`src/rtl/instruction_fetch_pkg.sv`:
```
// rtl/instruction_fetch_pkg.sv - shared constants for the fetch stage and its users
// Purpose: default widths, the NOP encoding and the opcode constants used by decode.
// Ports: none (package).
package instruction_fetch_pkg;

    localparam int ADDR_W = 10;
    localparam int DATA_W = 32;

    // Empty output slots are presented to decode as this word.
    localparam logic [31:0] NOP = 32'd0;

    // Opcode values shared by decode and the bench.
    localparam logic [6:0] OP_ALU = 7'd6;
    localparam logic [6:0] OP_LW  = 7'd7;
    localparam logic [6:0] OP_SW  = 7'd8;

endpackage

```
`src/rtl/instruction_fetch_skid.sv`:
```
// rtl/instruction_fetch_skid.sv - one-entry holding register for words returned during a stall
// Purpose: captures one ROM word and its address while decode is stalled.
// Ports:
//   i_clock, i_reset     : clock, synchronous active-high reset
//   i_load               : capture i_instr/i_pc and mark the entry full
//   i_clear              : empty the entry (wins over i_load)
//   i_instr, i_pc        : word and its address to capture
//   o_valid, o_instr, o_pc : held entry
module instruction_fetch_skid #(
    parameter int ADDR_W = instruction_fetch_pkg::ADDR_W,
    parameter int DATA_W = instruction_fetch_pkg::DATA_W
) (
    input  logic              i_clock,
    input  logic              i_reset,
    input  logic              i_load,
    input  logic              i_clear,
    input  logic [DATA_W-1:0] i_instr,
    input  logic [ADDR_W-1:0] i_pc,
    output logic              o_valid,
    output logic [DATA_W-1:0] o_instr,
    output logic [ADDR_W-1:0] o_pc
);
    import instruction_fetch_pkg::*;

    logic              r_valid;
    logic [DATA_W-1:0] r_instr;
    logic [ADDR_W-1:0] r_pc;

    always_ff @(posedge i_clock) begin
        if (i_reset) begin
            r_valid <= 1'b0;
            r_instr <= DATA_W'(NOP);
            r_pc    <= '0;
        end else if (i_clear) begin
            r_valid <= 1'b0;
        end else if (i_load && !r_valid) begin
            // A full entry is never overwritten.
            r_valid <= 1'b1;
            r_instr <= i_instr;
            r_pc    <= i_pc;
        end
    end

    assign o_valid = r_valid;
    assign o_instr = r_instr;
    assign o_pc    = r_pc;

endmodule

```
`src/rtl/instruction_fetch.sv`:
```
// rtl/instruction_fetch.sv - fetch stage: PC, ROM addressing, stall skid and redirect squash
// Purpose: drives a 1-cycle registered instruction ROM and presents fetched words to decode.
// Ports:
//   i_clock, i_reset       : clock, synchronous active-high reset
//   i_stall                : decode not accepting; output holds
//   i_redirect, i_redirect_pc : load PC and squash in-flight work
//   o_mem_addr             : ROM address (the PC register)
//   i_mem_instr            : ROM data for the address of the previous cycle
//   o_instr, o_instr_pc, o_instr_valid : registered output to decode
module instruction_fetch #(
    parameter int ADDR_W = instruction_fetch_pkg::ADDR_W,
    parameter int DATA_W = instruction_fetch_pkg::DATA_W,
    parameter logic [ADDR_W-1:0] RESET_PC = '0
) (
    input  logic              i_clock,
    input  logic              i_reset,
    input  logic              i_stall,
    input  logic              i_redirect,
    input  logic [ADDR_W-1:0] i_redirect_pc,
    output logic [ADDR_W-1:0] o_mem_addr,
    input  logic [DATA_W-1:0] i_mem_instr,
    output logic [DATA_W-1:0] o_instr,
    output logic [ADDR_W-1:0] o_instr_pc,
    output logic              o_instr_valid
);
    import instruction_fetch_pkg::*;

    logic [ADDR_W-1:0] r_pc;
    logic              r_req_valid;
    logic [ADDR_W-1:0] r_req_pc;
    logic [DATA_W-1:0] r_instr;
    logic [ADDR_W-1:0] r_instr_pc;
    logic              r_instr_valid;

    logic              w_skid_valid;
    logic [DATA_W-1:0] w_skid_instr;
    logic [ADDR_W-1:0] w_skid_pc;
    logic              w_skid_load;
    logic              w_skid_clear;

    // The word arriving during a stall belongs to the request issued last
    // cycle; park it so it is not lost. The word for the current PC is
    // discarded because the PC does not advance and is re-issued.
    assign w_skid_load  = i_stall && !i_redirect && r_req_valid;
    // Squash on redirect, drain into the output when decode accepts.
    assign w_skid_clear = i_redirect || (!i_stall && w_skid_valid);

    instruction_fetch_skid #(
        .ADDR_W (ADDR_W),
        .DATA_W (DATA_W)
    ) u_skid (
        .i_clock (i_clock),
        .i_reset (i_reset),
        .i_load  (w_skid_load),
        .i_clear (w_skid_clear),
        .i_instr (i_mem_instr),
        .i_pc    (r_req_pc),
        .o_valid (w_skid_valid),
        .o_instr (w_skid_instr),
        .o_pc    (w_skid_pc)
    );

    always_ff @(posedge i_clock) begin
        if (i_reset) begin
            r_pc          <= RESET_PC;
            r_req_valid   <= 1'b0;
            r_req_pc      <= '0;
            r_instr       <= DATA_W'(NOP);
            r_instr_pc    <= '0;
            r_instr_valid <= 1'b0;
        end else if (i_redirect) begin
            r_pc          <= i_redirect_pc;
            r_req_valid   <= 1'b0;
            r_instr       <= DATA_W'(NOP);
            r_instr_pc    <= '0;
            r_instr_valid <= 1'b0;
        end else if (i_stall) begin
            r_req_valid   <= 1'b0;
        end else begin
            r_pc          <= r_pc + 1'b1;
            r_req_valid   <= 1'b1;
            r_req_pc      <= r_pc;
            if (w_skid_valid) begin
                r_instr       <= w_skid_instr;
                r_instr_pc    <= w_skid_pc;
                r_instr_valid <= 1'b1;
            end else begin
                r_instr       <= r_req_valid ? i_mem_instr : DATA_W'(NOP);
                r_instr_pc    <= r_req_pc;
                r_instr_valid <= r_req_valid;
            end
        end
    end

    // Pure register copy: no path from stall/redirect to the ROM address.
    assign o_mem_addr    = r_pc;
    assign o_instr       = r_instr;
    assign o_instr_pc    = r_instr_pc;
    assign o_instr_valid = r_instr_valid;

endmodule

```
`config.mk`:
```
export PLATFORM = sky130hd
export DESIGN_NAME = instruction_fetch
export DESIGN_NICKNAME = d
export VERILOG_FILES = /design/src/rtl/instruction_fetch_pkg.sv /design/src/rtl/instruction_fetch_skid.sv /design/src/rtl/instruction_fetch.sv
export SDC_FILE = /design/constraint.sdc
export NUM_CORES = 1
export LEC_CHECK = 0
export ABC_AREA = 0
export CORE_MARGIN = 2
export CORE_UTILIZATION = 50
export CTS_CLUSTER_SIZE = 25
export DETAILED_ROUTE_END_ITERATION = 8
export GPL_ROUTABILITY_DRIVEN = 0
export GPL_TIMING_DRIVEN = 0
export MAX_ROUTING_LAYER = met4
export PLACE_DENSITY = 0.91
export SYNTH_ARGS = -nofsm -noshare
export SYNTH_HDL_FRONTEND = slang
export SYNTH_SLANG_ARGS = --single-unit
```
`constraint.sdc`:
```
create_clock -name i_clock -period 1.8 [get_ports i_clock]
set_input_delay 0.36 -clock i_clock [delete_from_list [all_inputs] [get_ports i_clock]]
set_output_delay 0.36 -clock i_clock [all_outputs]
set_load 0.02 [all_outputs]
```
== Word level (Yosys, flattened, before mapping) ==
Index checks and enable logic that the tools add are counted.
W data, S select, Z words.
Storage, ports and cells
  memories: 0
  word-level logic and storage cells: 33
  latch bits: 0
  output and inout bits: 53
  bits of input ports: 46
  register bits after elaboration: 107
  bits in writable memories: 0
  ROM bits: 0
Operators by class
  shift operators: 0
  div/mod/pow operators: 0
  add/subtract/negate cells: 1
  equality and inequality tests: 1
  multiply operators: 0
  bitwise logic cells: 3
  reductions and logical operators: 12
  mux-type cells: 7
  order comparisons: 0
Operators by type and width (count)
  $mux W32: 2
  $mux W10: 3
  $add A10 B1 Y10 const B: 1
  $logic_and A1 B1 Y1: 4
  $reduce_and A2 Y1: 2
  $reduce_or A2 Y1: 2
  $logic_not A1 Y1: 3
  $not A1 Y1: 3
  $mux W1: 2
  $ne A2 B1 Y1 const B: 1
  $logic_or A1 B1 Y1: 1

== Depth between registers and ports, before layout ==
  depth in word-level cells: 5
  depth in mapped cells: 6
  mapped depth without buffers: 4

== Modules after synthesis ==
From an unflattened synthesis, not the netlist that was laid out.
Unflattened totals
  cells, all modules: 506
  area total of the unflattened synthesis: 4702.0 um2
By module, submodules not included
  instruction_fetch: area an instance 2745.1 um2, times used 1, cells each 320
  instruction_fetch_skid: area an instance 1956.9 um2, times used 1, cells each 186

== Worst setup path after synthesis ==
OpenSTA, ideal clock, no wires.
  path type: reg-to-reg
  start: register r_pc[0] (netlist: o_mem_addr[0])
  end: register r_pc[8] (netlist: o_mem_addr[8])
  data arrival time: 1490 ps
  slack: 219 ps
  period minus slack after synthesis: 1581 ps
  stages on the path, launching flop included: 5
  cells stage by stage: dfxtp_1 > ha_1 > nand4b_1 > or3_1 > a311oi_1
On the way
  longest elaborated chain between the ends: 3
Ends and longest elaborated chain
  start: declaration: RTL line instruction_fetch.sv:28  | logic [ADDR_W-1:0] r_pc;
  start signal: assignment: RTL line instruction_fetch.sv:72  | r_pc <= i_redirect_pc;
  start signal: assignment: RTL line instruction_fetch.sv:80  | r_pc <= r_pc + 1'b1;
  $add A10 B1 Y10: RTL line instruction_fetch.sv:80
  $mux W10: RTL line instruction_fetch.sv:77  | end else if (i_stall) begin
  $mux W10: RTL line instruction_fetch.sv:71  | end else if (i_redirect) begin
Every way passes these cells. The select of a mux whose other input is x is not followed.
A chain may end at the register's enable or synchronous reset.

== Worst setup path in the final report ==
  start: register r_instr_valid (netlist: o_instr_valid)
  end: output o_instr_valid
RTL lines
  start: declaration: RTL line instruction_fetch.sv:33  | logic r_instr_valid;
  start signal: assignment: RTL line instruction_fetch.sv:90  | r_instr_valid <= r_req_valid;
  end: declaration: RTL line instruction_fetch.sv:24  | output logic o_instr_valid
No word-level cell between the ends.

==> results.sh <==
export IMPL_grt_util_all_layers=0.258
export IMPL_yosysWarnings=0
export IMPL_final_setup_viol_count=0
export IMPL_cts_max_level=3
export IMPL_path_max_fanout=2
export IMPL_cts_sinks=107
export IMPL_grt_max_degree=20
export IMPL_p_leak_uw=0.00202
export IMPL_rsz0062_at_grt="yes"
export IMPL_syn_area_um2=4450
export IMPL_num_vias=4325
export IMPL_clk_latency_ns=0.39
export IMPL_area_growth_pct=29.9
export IMPL_core_area_um2=8680
export IMPL_fillers=710
export IMPL_synth_top_area_cell="dfxtp_1"
export IMPL_nets=678
export IMPL_drtAntennaViolNets=0
export IMPL_fin_crit_sh=0.966
export IMPL_reg2reg_depth=6
export IMPL_drt_total_wl_um=12100
export IMPL_io_buffer_count=98
export IMPL_power_density_nw_per_um2=795
export IMPL_period_minus_slack_ns=1.74
export IMPL_drt_vias_per_instance=5.81
export IMPL_synth_most_common_cell="nand2_1"
export IMPL_yosysSeqAreaShare=0.482
export IMPL_start_util=0.513
export IMPL_diodes=0
export IMPL_hold_start="u_skid.o_pc[0]$_SDFFE_PP0P_"
export IMPL_yosys_area_top_type_share=0.482
export IMPL_synth_seq_cells=107
export IMPL_whs_ns=0.460
export IMPL_fin_skew_ns=0.0127
export IMPL_finalHoldViolCount=0
export IMPL_drtIter0Drc=281
export IMPL_grt_pass1_wl_um=20000
export IMPL_die_area_um2=9670
export IMPL_synth_cell_type_count=39
export IMPL_cts_tree="done"
export IMPL_post_route_util=0.666
export IMPL_route_detailed_drc=0
export IMPL_dp_cells=729
export IMPL_power_total_uw=4590
export IMPL_whs_path_depth=2
export IMPL_maxSlewHeadroom=0.657
export IMPL_hold_class="reg -> reg"
export IMPL_path_cells="clkdlybuf4s50_1"
export IMPL_r2r_end="u_skid.o_pc[4]$_SDFFE_PP0P_"
export IMPL_cpMaxStageDelayCell="clkdlybuf4s50_1"
export IMPL_clk_pin_slew_ns=0.10
export IMPL_hold_buffers=0
export IMPL_async_flop_share=0
export IMPL_yosys_top_cells_count="nand2_1, dfxtp_1, nor2b_1, a21oi_1, nor3_1"
export IMPL_end_kind="output port"
export IMPL_finalNonFillerCells=744
export IMPL_holdPathEnd="u_skid.o_pc[0]$_SDFFE_PP0P_"
export IMPL_max_cap_viol_count=0
export IMPL_synth_flop_cell="dfxtp_1"
export IMPL_synthCells=523
export IMPL_synth_edff_count=0
export IMPL_numCtsBuffers=9
export IMPL_regArea_um2=2140
export IMPL_required_ns=1.44
export IMPL_path_depth=1
export IMPL_crit_arrival_ns=1.38
export IMPL_clk_path_buf_depth=2
export IMPL_max_freq_ghz=0.575
export IMPL_floorplan_rows=34
export IMPL_peakVddDrop_mv=0.535
export IMPL_yosys_top_cells_area="dfxtp_1, nand2_1, nor2b_1"
export IMPL_worstPathBufferInverterCount=1
export IMPL_tightest_slew_ns=0.515
export IMPL_grt_pass1_vias=4269
export IMPL_report_final_slew_viol_count=0
export IMPL_drtPass1Iterations=5
export IMPL_syn_num_nets=570
export IMPL_antenna_found_initial=0
export IMPL_drive_gt1_frac=0.0692
export IMPL_status="completed"
export IMPL_setup_tns_ns=0
export IMPL_r2r_slack_ns=0.12
export IMPL_rr_startpoint="r_req_valid$_SDFF_PP0_"
export IMPL_dpl_hpwl_um=8630
export IMPL_crit_type="reg -> out"
export IMPL_clock_tree_root_cell="clkbuf_8"
export IMPL_cp_start_kind="flop"
export IMPL_dieHeight_um=98.3
export IMPL_multi_input_area_um2=2110
export IMPL_die_x_um=98.3
export IMPL_postCtsSetupBuffers=0
export IMPL_avgSynthCellArea_um2=8.50
export IMPL_max_stage_delay_ns=0.62
export IMPL_overflow=0
export IMPL_ios=99
export IMPL_post_drt_wl_per_cell_um=16.3
export IMPL_cpLargestDelayFamily="buffers and inverters"
[placed cells by master, fill, tap and decap left out, types with 2 or more instances in the layout]
| master | n |
|---|---|
| a211oi_1 | 3 |
| or2_2 | 2 |
| xnor2_1 | 2 |
| mux2i_1 | 10 |
| a21oi_1 | 55 |
| dlygate4sd2_1 | 10 |
| buf_2 | 12 |
| nand2_1 | 111 |
| nor2b_1 | 66 |
| nand3_1 | 3 |
| nor3_1 | 34 |
| nand4b_1 | 2 |
| nor2_1 | 8 |
| a311oi_1 | 4 |
| clkbuf_1 | 25 |
| o2bb2ai_1 | 9 |
| or3_1 | 3 |
| or4_1 | 2 |
| inv_1 | 2 |
| xor2_1 | 2 |
| clkinv_4 | 2 |
| dfxtp_1 | 105 |
| mux2_2 | 2 |
| clkbuf_8 | 9 |
| clkbuf_2 | 7 |
| o21ai_0 | 3 |
| dfxtp_2 | 2 |
| clkdlybuf4s50_1 | 88 |
| a221oi_1 | 32 |
[power by group]
| part | total, uW | internal [uW] | leakage (uW) | switching (uW) |
|---|---|---|---|---|
| logic | 559 | 271 | 0.00105 | 289 |
| clock network | 1540 | 675 | 0.000106 | 870 |
| registers | 2490 | 2430 | 0.000869 | 61.6 |
| total | 4590 | 3370 | 0.00202 | 1220 |
[area by class of cell]
| cell class | count | share of cell area |
|---|---|---|
| Clock inverter | 6 | 0.0145 |
| Timing Repair Buffer | 98 | 0.168 |
| Sequential cell | 107 | 0.371 |
| Buffer | 45 | 0.0340 |
| Clock buffer | 10 | 0.0221 |
| Multi-Input combinational cell | 368 | 0.366 |
| Inverter | 2 | 0.00130 |
| Tap cell | 108 | 0.0234 |
[flip-flops by register name, indices dropped and copies added (netlist names)]
name and cells:
o_instr 32, o_instr_pc 10, o_instr_valid 1, o_mem_addr 10, r_req_pc 10, r_req_valid 1
u_skid.o_instr 32, u_skid.o_pc 10, u_skid.o_valid 1
[kinds of logic after synthesis]
kind of cell,count (synthesis),synth area share
simple gates,241,0.271
buf+inv,48,0.0442
flops,107,0.482
mux,12,0.0276
xor+xnor,4,0.00788
fa+ha+maj,1,0.00281
compound gates,110,0.165
[worst max path at each step]
| stage | startpoint | to | slack [ns] |
|---|---|---|---|
| final | o_instr_valid$_SDFFE_PP0N_ | o_instr_valid | 0.06 |
| after global routing | i_stall | o_mem_addr[0]$_SDFFE_PP0P_ | -0.002 |
| after CTS | i_stall | u_skid.o_instr[27]$_SDFFE_PP0P_ | 0.03 |
| after detailed placement | i_redirect | o_instr[20]$_SDFFE_PP0N_ | -0.42 |
| after global placement | i_redirect | o_instr[18]$_SDFFE_PP0N_ | -0.33 |
| after floorplan | o_mem_addr[0]$_SDFFE_PP0P_ | o_mem_addr[8]$_SDFFE_PP0P_ | 0.22 |
[layer usage]
| metal | routed length, um | part of all wire | global-route usage | vias to the layer above |
|---|---|---|---|---|
| met4 | 227 | 0.019 | 0.0980 | 0 |
| met3 | 1020 | 0.084 | 0.0451 | 26 |
| met1 | 4820 | 0.40 | 0.309 | 2056 |
| met2 | 6050 | 0.50 | 0.433 | 207 |
| li1 | - | - | - | 2036 |
| met5 | 0 | 0 | - | - |
[through the flow]
stage	worst slack, ns	cell area, um2
global route	-0.00207	5780
global placement	-0.333	5560
detailed placement	-0.420	5560
CTS	0.0341	5760
finish	0.0604	5780
floorplan	0.219	4450
[repair_timing]
action                                  in CTS  in global routing
pin swaps                                    0                  0
endpoints found under the setup margin      16                 45
resized for setup                           11                 16
(Power assumes the default switching activity.)
